<file path="src/rtl/fetch_pkg.sv">
// Shared constants and helpers for the instruction-fetch stage.
// Contents: default prefetch depth, PC increment per instruction, counter-width helper.
package fetch_pkg;

  localparam int unsigned FETCH_DEPTH_DEFAULT = 4;
  localparam int unsigned PC_STEP             = 4;

  // Bits needed to hold values 0..max_val inclusive (never less than 1).
  function automatic int unsigned cnt_width(input int unsigned max_val);
    return (max_val < 1) ? 1 : $clog2(max_val + 1);
  endfunction

endpackage

</file>
<file path="src/rtl/fetch_fifo.sv">
// Circular-buffer FIFO used for both the prefetch buffer and the issue-PC tag queue.
// Ports:
//   clk, reset (async, active-low) - clock and reset
//   clear                          - synchronous flush, overrides push/pop
//   push, push_data                - enqueue one entry
//   pop                            - dequeue the head
//   head                           - entry at the head (undefined when empty)
//   count                          - number of valid entries
module fetch_fifo
  import fetch_pkg::*;
#(
  parameter int unsigned DEPTH = FETCH_DEPTH_DEFAULT,
  parameter int unsigned W     = 32
) (
  input  logic                          clk,
  input  logic                          reset,
  input  logic                          clear,
  input  logic                          push,
  input  logic [W-1:0]                  push_data,
  input  logic                          pop,
  output logic [W-1:0]                  head,
  output logic [cnt_width(DEPTH)-1:0]   count
);

  localparam int unsigned AW = (DEPTH > 1) ? $clog2(DEPTH) : 1;
  localparam int unsigned CW = cnt_width(DEPTH);

  logic [W-1:0]  mem [DEPTH];
  logic [AW-1:0] rd_q, wr_q;
  logic [CW-1:0] count_q;
  logic          do_push, do_pop;

  // Pop on empty is ignored; push on full is accepted only alongside a pop.
  assign do_pop  = pop && (count_q != '0);
  assign do_push = push && ((count_q != CW'(DEPTH)) || do_pop);

  function automatic logic [AW-1:0] ptr_inc(input logic [AW-1:0] p);
    return (p == AW'(DEPTH - 1)) ? '0 : p + AW'(1);
  endfunction

  always_ff @(posedge clk or negedge reset) begin
    if (!reset) begin
      rd_q    <= '0;
      wr_q    <= '0;
      count_q <= '0;
    end else if (clear) begin
      rd_q    <= '0;
      wr_q    <= '0;
      count_q <= '0;
    end else begin
      if (do_pop)  rd_q <= ptr_inc(rd_q);
      if (do_push) wr_q <= ptr_inc(wr_q);
      if (do_push && !do_pop)      count_q <= count_q + CW'(1);
      else if (!do_push && do_pop) count_q <= count_q - CW'(1);
    end
  end

  always_ff @(posedge clk) begin
    if (do_push && !clear) mem[wr_q] <= push_data;
  end

  assign head  = mem[rd_q];
  assign count = count_q;

endmodule

</file>
<file path="src/rtl/fetch_prefetch_unit.sv">
// Instruction-fetch stage: owns the PC, issues requests to a variable-latency imem over a
// valid/ready handshake, buffers returned instructions with their PC, and hands them to
// decode. Redirects flush the buffer and mark every in-flight request for discard.
// Optional build macro: FETCH_PERF_CNT_EN adds saturating performance counters.
// Ports:
//   clk, reset (async, active-low)
//   req_valid/req_ready/req_addr   - imem request channel
//   rsp_valid/rsp_data             - in-order imem responses, no backpressure
//   id_stall                       - decode stall, head held
//   if_valid/if_pc/if_instr        - head of the prefetch buffer (zero when empty)
//   redirect/redirect_pc           - flush and restart fetch at redirect_pc (word aligned)
//   perf_* (FETCH_PERF_CNT_EN)     - stall, empty, redirect and dropped-response counts
module fetch_prefetch_unit
  import fetch_pkg::*;
#(
  parameter int unsigned    PC_W       = 9,
  parameter int unsigned    INS_W      = 32,
  parameter int unsigned    FIFO_DEPTH = FETCH_DEPTH_DEFAULT,
  parameter logic [PC_W-1:0] RESET_PC  = '0,
  parameter int unsigned    OUTST_MAX  = 2 * FIFO_DEPTH
) (
  input  logic             clk,
  input  logic             reset,
  output logic             req_valid,
  input  logic             req_ready,
  output logic [PC_W-1:0]  req_addr,
  input  logic             rsp_valid,
  input  logic [INS_W-1:0] rsp_data,
  input  logic             id_stall,
  output logic             if_valid,
  output logic [PC_W-1:0]  if_pc,
  output logic [INS_W-1:0] if_instr,
  input  logic             redirect,
  input  logic [PC_W-1:0]  redirect_pc
`ifdef FETCH_PERF_CNT_EN
  ,
  output logic [31:0]      perf_stall_cyc,
  output logic [31:0]      perf_empty_cyc,
  output logic [31:0]      perf_redirects,
  output logic [31:0]      perf_dropped
`endif
);

  localparam int unsigned CW  = cnt_width(OUTST_MAX);
  localparam int unsigned FCW = cnt_width(FIFO_DEPTH);
  localparam int unsigned SW  = CW + FCW;

  logic [PC_W-1:0]  fetch_pc_q;
  logic [CW-1:0]    drop_cnt_q;
  logic [CW-1:0]    out_cnt;
  logic [FCW-1:0]   fifo_cnt;
  logic [PC_W-1:0]  tag_pc;
  logic [PC_W+INS_W-1:0] buf_head;
  logic [PC_W-1:0]  head_pc;
  logic [INS_W-1:0] head_instr;
  logic [SW-1:0]    credit_sum;
  logic             issue_ok, req_fire, rsp_drop, rsp_push, pop;
  logic             unused_rpc_lsb;

  assign unused_rpc_lsb = ^redirect_pc[1:0];

  // Credit from registered state only: live requests plus buffered entries must leave room.
  assign credit_sum = (SW'(out_cnt) - SW'(drop_cnt_q)) + SW'(fifo_cnt);
  assign issue_ok   = !redirect && (out_cnt < CW'(OUTST_MAX)) && (credit_sum < SW'(FIFO_DEPTH));

  // Gated by the reset pin so nothing is requested while held in reset.
  assign req_valid = issue_ok && reset;
  assign req_addr  = fetch_pc_q;
  assign req_fire  = req_valid && req_ready;

  // A response arriving in a redirect cycle belongs to the old stream.
  assign rsp_drop = rsp_valid && ((drop_cnt_q != '0) || redirect);
  assign rsp_push = rsp_valid && !rsp_drop;

  assign if_valid = (fifo_cnt != '0);
  assign pop      = if_valid && !id_stall && !redirect;

  // The tag queue's occupancy is the outstanding-request count; it is never flushed
  // because stale responses still return in order and must retire their tags.
  fetch_fifo #(
    .DEPTH (OUTST_MAX),
    .W     (PC_W)
  ) u_tag_q (
    .clk       (clk),
    .reset     (reset),
    .clear     (1'b0),
    .push      (req_fire),
    .push_data (fetch_pc_q),
    .pop       (rsp_valid),
    .head      (tag_pc),
    .count     (out_cnt)
  );

  fetch_fifo #(
    .DEPTH (FIFO_DEPTH),
    .W     (PC_W + INS_W)
  ) u_buf (
    .clk       (clk),
    .reset     (reset),
    .clear     (redirect),
    .push      (rsp_push),
    .push_data ({tag_pc, rsp_data}),
    .pop       (pop),
    .head      (buf_head),
    .count     (fifo_cnt)
  );

  assign {head_pc, head_instr} = buf_head;
  assign if_pc    = if_valid ? head_pc : '0;
  assign if_instr = if_valid ? head_instr : '0;

  always_ff @(posedge clk or negedge reset) begin
    if (!reset) begin
      fetch_pc_q <= RESET_PC;
      drop_cnt_q <= '0;
    end else if (redirect) begin
      fetch_pc_q <= {redirect_pc[PC_W-1:2], 2'b00};
      // Every live request becomes stale; the one returning now is already dropped.
      drop_cnt_q <= out_cnt - CW'(rsp_valid);
    end else begin
      if (req_fire) fetch_pc_q <= fetch_pc_q + PC_W'(PC_STEP);
      if (rsp_valid && (drop_cnt_q != '0)) drop_cnt_q <= drop_cnt_q - CW'(1);
    end
  end

`ifdef FETCH_PERF_CNT_EN
  logic [31:0] stall_q, empty_q, redir_q, drop_q;

  function automatic logic [31:0] sat_inc(input logic [31:0] v);
    return (v == '1) ? v : v + 32'd1;
  endfunction

  always_ff @(posedge clk or negedge reset) begin
    if (!reset) begin
      stall_q <= '0;
      empty_q <= '0;
      redir_q <= '0;
      drop_q  <= '0;
    end else begin
      if (if_valid && id_stall) stall_q <= sat_inc(stall_q);
      if (!if_valid)            empty_q <= sat_inc(empty_q);
      if (redirect)             redir_q <= sat_inc(redir_q);
      if (rsp_drop)             drop_q  <= sat_inc(drop_q);
    end
  end

  assign perf_stall_cyc = stall_q;
  assign perf_empty_cyc = empty_q;
  assign perf_redirects = redir_q;
  assign perf_dropped   = drop_q;
`endif

endmodule

</file>
<file path="config.mk">
export PLATFORM = sky130hd
export DESIGN_NAME = fetch_prefetch_unit
export DESIGN_NICKNAME = d
export VERILOG_FILES = /design/src/rtl/fetch_pkg.sv /design/src/rtl/fetch_fifo.sv /design/src/rtl/fetch_prefetch_unit.sv
export SDC_FILE = /design/constraint.sdc
export NUM_CORES = 1
export LEC_CHECK = 0
export CAP_MARGIN = 20
export CORE_MARGIN = 2
export CORE_UTILIZATION = 52
export DETAILED_ROUTE_END_ITERATION = 16
export PLACE_DENSITY = 0.77
export SYNTH_ARGS = -nofsm -noshare
export SYNTH_HDL_FRONTEND = slang
export SYNTH_SLANG_ARGS = --single-unit
</file>
<file path="constraint.sdc">
create_clock -name clk -period 4 [get_ports clk]
set_input_delay 0.6 -clock clk [delete_from_list [all_inputs] [get_ports clk]]
set_output_delay 0.6 -clock clk [all_outputs]
set_load 0.05 [all_outputs]
</file>
Word-level counts from Yosys, hierarchy flattened
Memory sizes are Yosys's and may differ from the RTL's.
Cells that the tools add are included.
{"block": "word_totals", "ff_bits": 30, "mem_bits_rw": 236, "in_bits": 47, "output_inout_bits": 52, "word_cells": 91, "memories": 2}
{"block": "classes", "n_addsub": 13, "n_lt_le_gt_ge": 2, "eq_ne": 6, "n_mux": 23, "reduce_logical": 37}
{"memory": "u_buf.mem", "depth": 4, "word_bits": 41, "read_ports": 1, "rd_ports_with_merged_regs": 0, "write_ports": 1, "line_no": "fetch_fifo.sv:28", "text": "logic [W-1:0] mem [DEPTH];"}
{"memory": "u_tag_q.mem", "depth": 8, "word_bits": 9, "read_ports": 1, "rd_ports_with_merged_regs": 0, "write_ports": 1, "line_no": "fetch_fifo.sv:28"}
{"operator": "32-bit two-way mux", "count": 1}
{"operator": "9-bit two-way mux", "count": 3}
{"operator": "1-bit logical AND", "count": 18}
{"operator": "4-bit two-way mux", "count": 4}
{"operator": "3-bit two-way mux", "count": 5}
{"operator": "2-bit two-way mux", "count": 6}
{"operator": "2-bit nonzero test", "count": 5}
{"operator": "3-bit by 1-bit adder with 3-bit output, second input constant", "count": 3}
{"operator": "9-bit by 3-bit adder with 9-bit output, second input constant", "count": 1}
{"operator": "4-bit nonzero test", "count": 2}
{"operator": "4-bit by 1-bit subtractor with 4-bit output, second input constant", "count": 2}
{"operator": "1-bit logical NOT", "count": 7}
{"operator": "7-bit by 3-bit < comparator with 1-bit output, second input constant", "count": 1}
{"operator": "5-bit by 4-bit adder with 6-bit output", "count": 1}
{"operator": "3-bit == test, second input constant", "count": 2}
{"operator": "3-bit nonzero test", "count": 2}
{"operator": "4-bit by 4-bit subtractor with 5-bit output", "count": 1}
{"operator": "2-bit by 1-bit adder with 2-bit output, second input constant", "count": 2}
{"operator": "4-bit by 1-bit adder with 4-bit output, second input constant", "count": 1}
{"operator": "2-bit == test, second input constant", "count": 2}
{"operator": "4-bit < comparator, second input constant", "count": 1}
{"operator": "1-bit two-way mux", "count": 4}
{"operator": "4-bit inequality test, second input constant", "count": 1}
{"operator": "4-bit by 1-bit subtractor with 4-bit output", "count": 1}
{"operator": "other kinds (3)", "count": 5}

Depth between registers and ports, before layout
{"block": "depth", "depth_word": 11, "mapped_depth": 20, "mapped_depth_nobuf": 18}

By module
Synthesis repeated with hierarchy kept, for this count alone.
{"block": "hier_totals", "cells_unflattened": 612, "hier_area_um2": 11103.1}
{"mod": "fetch_fifo (u_buf)", "n_inst": 1, "cells_per_inst": 271, "area_per_inst_um2": 6428.7, "seq_area_each_um2": 5099.9}
{"mod": "fetch_fifo (u_tag_q)", "n_inst": 1, "cells_per_inst": 186, "area_per_inst_um2": 3433.3, "seq_area_each_um2": 2412.3}
{"mod": "fetch_prefetch_unit", "n_inst": 1, "cells_per_inst": 155, "area_per_inst_um2": 1241.2, "seq_area_each_um2": 275.3}

Least setup slack after synthesis
OpenSTA, ideal clock, no wires.
{"block": "synth_path", "path_kind": "reg-to-reg", "start": "reg u_tag_q.count_q[0], in the netlist u_tag_q.count[0]", "end": "reg u_tag_q.count_q[3], in the netlist u_tag_q.count[3]", "setup_ns": 0.126, "t_arrival_ns": 3.977, "t_required_ns": 3.874, "slack_ns": -0.103, "stages_incl_launch_ff": 21, "n_path_buf": 2, "synth_period_minus_slack_ns": 4.103, "path_cell_list": "dfrtp_1 inv_1 ha_1 inv_1 fa_1 xor2_1 ha_1 and4b_1 a211oi_2 or4_4 buf_6 a21oi_4 buf_6 ha_1 inv_1 ha_1 a21o_1 a21oi_1 xnor2_1 nor2_1 xor2_1"}
{"block": "synth_via", "elab_chain_len": 10, "elab_cells_between_ends": 22, "cone_classes": "add/sub: 4; order compare: 2; eq/ne: 1; mux: 2; reduce/logical: 13"}
{"element": "from (decl)", "line_no": "fetch_fifo.sv:30", "text": "logic [CW-1:0] count_q;"}
{"element": "from (signal assigned)", "line_no": "fetch_fifo.sv:53", "text": "if (do_push && !do_pop) count_q <= count_q + CW'(1);"}
{"element": "from (signal assigned)", "line_no": "fetch_fifo.sv:54", "text": "else if (!do_push && do_pop) count_q <= count_q - CW'(1);"}
{"element": "4-bit by 4-bit subtractor with 5-bit output", "line_no": "fetch_prefetch_unit.sv:63", "text": "assign credit_sum = (SW'(out_cnt) - SW'(drop_cnt_q)) + SW'(fifo_cnt);"}
{"element": "5-bit by 4-bit adder with 6-bit output", "line_no": "fetch_prefetch_unit.sv:63"}
{"element": "7-bit by 3-bit < comparator with 1-bit output", "line_no": "fetch_prefetch_unit.sv:64", "text": "assign issue_ok = !redirect && (out_cnt < CW'(OUTST_MAX)) && (credit_sum < SW'(FIFO_DEPTH));"}
{"element": "1-bit logical AND", "line_no": "fetch_prefetch_unit.sv:64"}
{"element": "1-bit logical AND", "line_no": "fetch_prefetch_unit.sv:67", "text": "assign req_valid = issue_ok && reset;"}
{"element": "1-bit logical AND", "line_no": "fetch_prefetch_unit.sv:69", "text": "assign req_fire = req_valid && req_ready;"}
{"element": "1-bit logical AND *", "line_no": "fetch_fifo.sv:35", "text": "assign do_push = push && ((count_q != CW'(DEPTH)) || do_pop);"}
{"element": "net u_tag_q.do_push", "line_no": "fetch_fifo.sv:31", "text": "logic do_push, do_pop;"}
{"element": "1-bit logical NOT", "line_no": "fetch_fifo.sv:54"}
{"element": "1-bit logical AND", "line_no": "fetch_fifo.sv:54"}
{"element": "2-bit nonzero test (no line)"}
The timed path passes the listed nets; every way through them passes the cells marked *. The select of a mux whose other input is x is not followed.
A chain may end at the register's enable or synchronous reset.

Worst setup path after layout
{"block": "layout_path", "start": "reg u_tag_q.count_q[0], in the netlist u_tag_q.count[0]", "end": "out req_valid"}
{"block": "layout_via", "elab_chain_len": 5, "elab_cells_between_ends": 7, "cone_classes": "add/sub: 2; order compare: 2; reduce/logical: 3"}
{"element": "4-bit by 4-bit subtractor with 5-bit output", "line_no": "fetch_prefetch_unit.sv:63"}
{"element": "5-bit by 4-bit adder with 6-bit output", "line_no": "fetch_prefetch_unit.sv:63"}
{"element": "7-bit by 3-bit < comparator with 1-bit output", "line_no": "fetch_prefetch_unit.sv:64"}
{"element": "1-bit logical AND *", "line_no": "fetch_prefetch_unit.sv:64"}
{"element": "1-bit logical AND *", "line_no": "fetch_prefetch_unit.sv:67"}
{"element": "to (decl)", "line_no": "fetch_prefetch_unit.sv:24", "text": "output logic req_valid,"}
Mark *: on every way between the ends. The rest lies on a longest branch, timed or not.

==> flow_metrics.env <==
export IMPL_period_minus_slack_ps=3870
export IMPL_num_vias=5428
export IMPL_port_buffers=92
export IMPL_ys_seq_area_frac=0.694
export IMPL_clockBufferDepth=3
export IMPL_max_stage_delay_ps=530
export IMPL_cts_sinks=240
export IMPL_powerDensity_nw_per_um2=575
export IMPL_overflow=0
export IMPL_cp_slowest_cell="or4_4"
export IMPL_numPlacedInstances=931
export IMPL_gp_congestion=0.791
export IMPL_drv_slew=0
export IMPL_slew_headroom=0.358
export IMPL_leakagePower_nw=4.16
export IMPL_area_delta_synth_final_pct=23.5
export IMPL_drive_gt1_frac=0.214
export IMPL_dieArea_um2=20700
export IMPL_synthMuxAreaShare=0.130
export IMPL_synth_compound_area_frac=0.0451
export IMPL_fin_crit_sh=0.967
export IMPL_dr_pass1_iters=5
export IMPL_cts_hold_buf=0
export IMPL_final_cells=976
export IMPL_yosys_area_top_type_share=0.626
export IMPL_crit_path_end_kind="primary output"
export IMPL_yosysTopAreaCell="edfxtp_1"
export IMPL_synth_xor_area_share=0.0129
export IMPL_antenna_found_initial=0
export IMPL_coreArea_um2=19300
export IMPL_ys_seq_elements=240
export IMPL_utilization=0.650
export IMPL_ff2ff_setup_slack_ps=220
export IMPL_path_cells="inv_1 -> ha_2 -> inv_2 -> fa_2 -> xor2_1 -> ha_1 -> and4b_1 -> a211oi_4 -> or4_4 -> a21oi_4 -> buf_12"
export IMPL_cts_root_buffer="clkbuf_16"
export IMPL_place_area_um2=11600
export IMPL_grt_pass1_vias=5768
export IMPL_worstReg2RegStart="u_tag_q.count[0]"
export IMPL_reg2reg_depth=18
export IMPL_multiInputGateArea_um2=2980
export IMPL_rsz0062_at_grt="false"
export IMPL_drt_iter0_markers=376
export IMPL_avgSynthCellArea_um2=17.8
export IMPL_wl_mm=18.9
export IMPL_grt_max_degree=40
export IMPL_final_nets=765
export IMPL_peakVddDrop_mv=0.355
export IMPL_start_kind="register"
export IMPL_synth_edf_count=212
export IMPL_n_antenna_cell=0
export IMPL_ys_flop_type="edfxtp_1"
export IMPL_die_h_um=144
export IMPL_yosysMostFrequentCell="edfxtp_1"
export IMPL_yosys_top_cells_area="edfxtp_1 (63%), mux4_2 (12%), dfrtp_1 (6.9%), ha_1 (2.7%), nor2b_1 (2.5%)"
export IMPL_final_hold_viol_count=0
export IMPL_rows=51
export IMPL_drc=0
export IMPL_ys_async_sr_fraction=0.117
export IMPL_fin_tns_setup_ps=0
export IMPL_cts_max_level=1
export IMPL_cp_arrival_ps=3270
export IMPL_cts_buffers_inserted=24
export IMPL_status="completed"
export IMPL_synth_distinct_cells=57
export IMPL_yosys_area_share_simple=0.0637
export IMPL_die_x_um=144
export IMPL_synth_fa_ha_area_frac=0.0329
export IMPL_final_fill_count=1279
export IMPL_vias_per_cell=5.56
export IMPL_fin_skew_ps=10.4
export IMPL_tightest_slew_ps=963
export IMPL_pin_count=99
export IMPL_cts_tree="done"
export IMPL_holdWs_ps=531
export IMPL_yosys_warnings=0
export IMPL_grt_pass1_wl_mm=30.1
export IMPL_grt_use_total=0.189
export IMPL_fmax_mhz=259
export IMPL_final_area_um2=12600
export IMPL_setup_viol=0
export IMPL_dp_hpwl_mm=12.2
export IMPL_worst_ep_required_time_ps=3400
export IMPL_netlist_area_um2=10200
export IMPL_synth_top_family_by_area="multiplexers"
export IMPL_final_seq_area_um2=7070
export IMPL_worstSetupPathType="register to primary output"
export IMPL_r2r_end="u_tag_q.count[3]"
export IMPL_start_util=0.526
export IMPL_synth_common_cells="edfxtp_1 (212), mux4_2 (53), nor2b_1 (41), dfrtp_1 (28)"
export IMPL_ant_nets=0
export IMPL_syn_inst=572
export IMPL_clock_latency_ps=510
export IMPL_post_drt_wl_per_cell_um=19.4
export IMPL_clkTransAtPathRegs_ps=60
export IMPL_crit_fanout=6
export IMPL_maxCapViolCount=0
export IMPL_hold_class="input port to asynchronous set/reset pin"
## metal layers
layer / routed length (µm) / global-route usage / up-vias
met4: 329 / 0.0557 / 0
met3: 1070 / 0.0327 / 27
met5: 0 / 0 / -
met2: 9800 / 0.337 / 154
li1: - / - / 2480
met1: 7730 / 0.238 / 2767
## final cells by class
| cell class | instances | share of cell area |
|---|---|---|
| multi-input combinational | 288 | 0.237 |
| clock buffer | 35 | 0.0567 |
| timing repair buffer | 119 | 0.0962 |
| inverter | 20 | 0.00597 |
| sequential | 240 | 0.562 |
| tap | 265 | 0.0264 |
| clock inverter | 9 | 0.0152 |
## cells in the final DEF, fill, tap and decap left out, types with 3 or more instances in the layout
cell type        count
inv_1               18
conb_1               4
o211ai_1             3
nor3_1               8
nor3b_1              3
clkbuf_8             5
nor2b_1             41
a21o_1               4
ha_1                19
clkdlybuf4s50_1     91
xnor2_1             12
a21oi_1             11
dfrtp_1             26
clkinv_1             3
bufinv_16            6
nand3b_1             3
and2_2               4
clkbuf_1             5
a211oi_1             6
xor2_1               3
nor2_1              21
mux2_2              10
buf_4               21
nand2_1             19
mux4_2              53
edfxtp_1           212
o21ai_0             14
clkbuf_16           25
buf_12               7
## critical path, delay by kind of cell (launching register included)
family / cells / cell delay [ps]
adder cells (fa/ha/maj): 3 / 890
XOR/XNOR: 1 / 150
flip-flops: 1 / 380
AO/OA/AOI/OAI: 2 / 280
AND/OR/NAND/NOR: 2 / 770
buffers and inverters: 3 / 280
## metrics by stage
stage | setup WS (ps) | power, mW
final | 132 | 7.23
after global routing | 22.6 | 7.57
after CTS | 17.7 | 7.27
after detailed placement | 182 | 4.73
after global placement | 274 | 4.63
after floorplan | 8.14 | 4.25
## what timing repair did
action | 4_1_cts | 5_1_grt
endpoints found under the setup margin | 1 | 2
buffers inserted | 1 | 1
gates cloned | 0 | 0
pin swaps | 1 | 3
resized for setup | 2 | 1
endpoints found under the hold margin | 0 | 0
## power by group
| group | switching, mW | leakage (nW) | total, mW | internal, mW |
|---|---|---|---|---|
| Combinational | 0.847 | 1.47 | 1.62 | 0.775 |
| Sequential | 0.210 | 2.25 | 3.12 | 2.91 |
| Clock | 0.878 | 0.439 | 2.50 | 1.62 |
| Total | 1.93 | 4.16 | 7.23 | 5.30 |
## worst max path at each step
stage,start,end,slack (ps),cells past startpoint
finish,u_tag_q.count[0],req_valid,130,11
global route,u_tag_q.count[0],req_valid,20,11
CTS,u_tag_q.count[0],req_valid,20,12
detailed placement,u_tag_q.count[0],u_tag_q.count[3],180,18
global placement,u_tag_q.count[0],u_tag_q.count[3],270,18
floorplan,u_tag_q.count[0],u_tag_q.count[3],8,19
## cell families after synthesis
kind of cell / count (synthesis)
xor+xnor: 15
buf+inv: 47
fa+ha+maj: 25
mux: 65
simple gates: 117
compound gates: 62
other cells: 1
flops: 240
## sequential cells by signal, indices dropped and copies added (netlist names)
register and flops:
u_tag_q.rd_q 3, u_buf.rd_q 2, u_buf.mem 156, u_tag_q.count 4, u_tag_q.wr_q 3, u_buf.count 3, u_tag_q.mem 56, drop_cnt_q 4
u_buf.wr_q 2, req_addr 7
(Power assumes the default switching activity.)
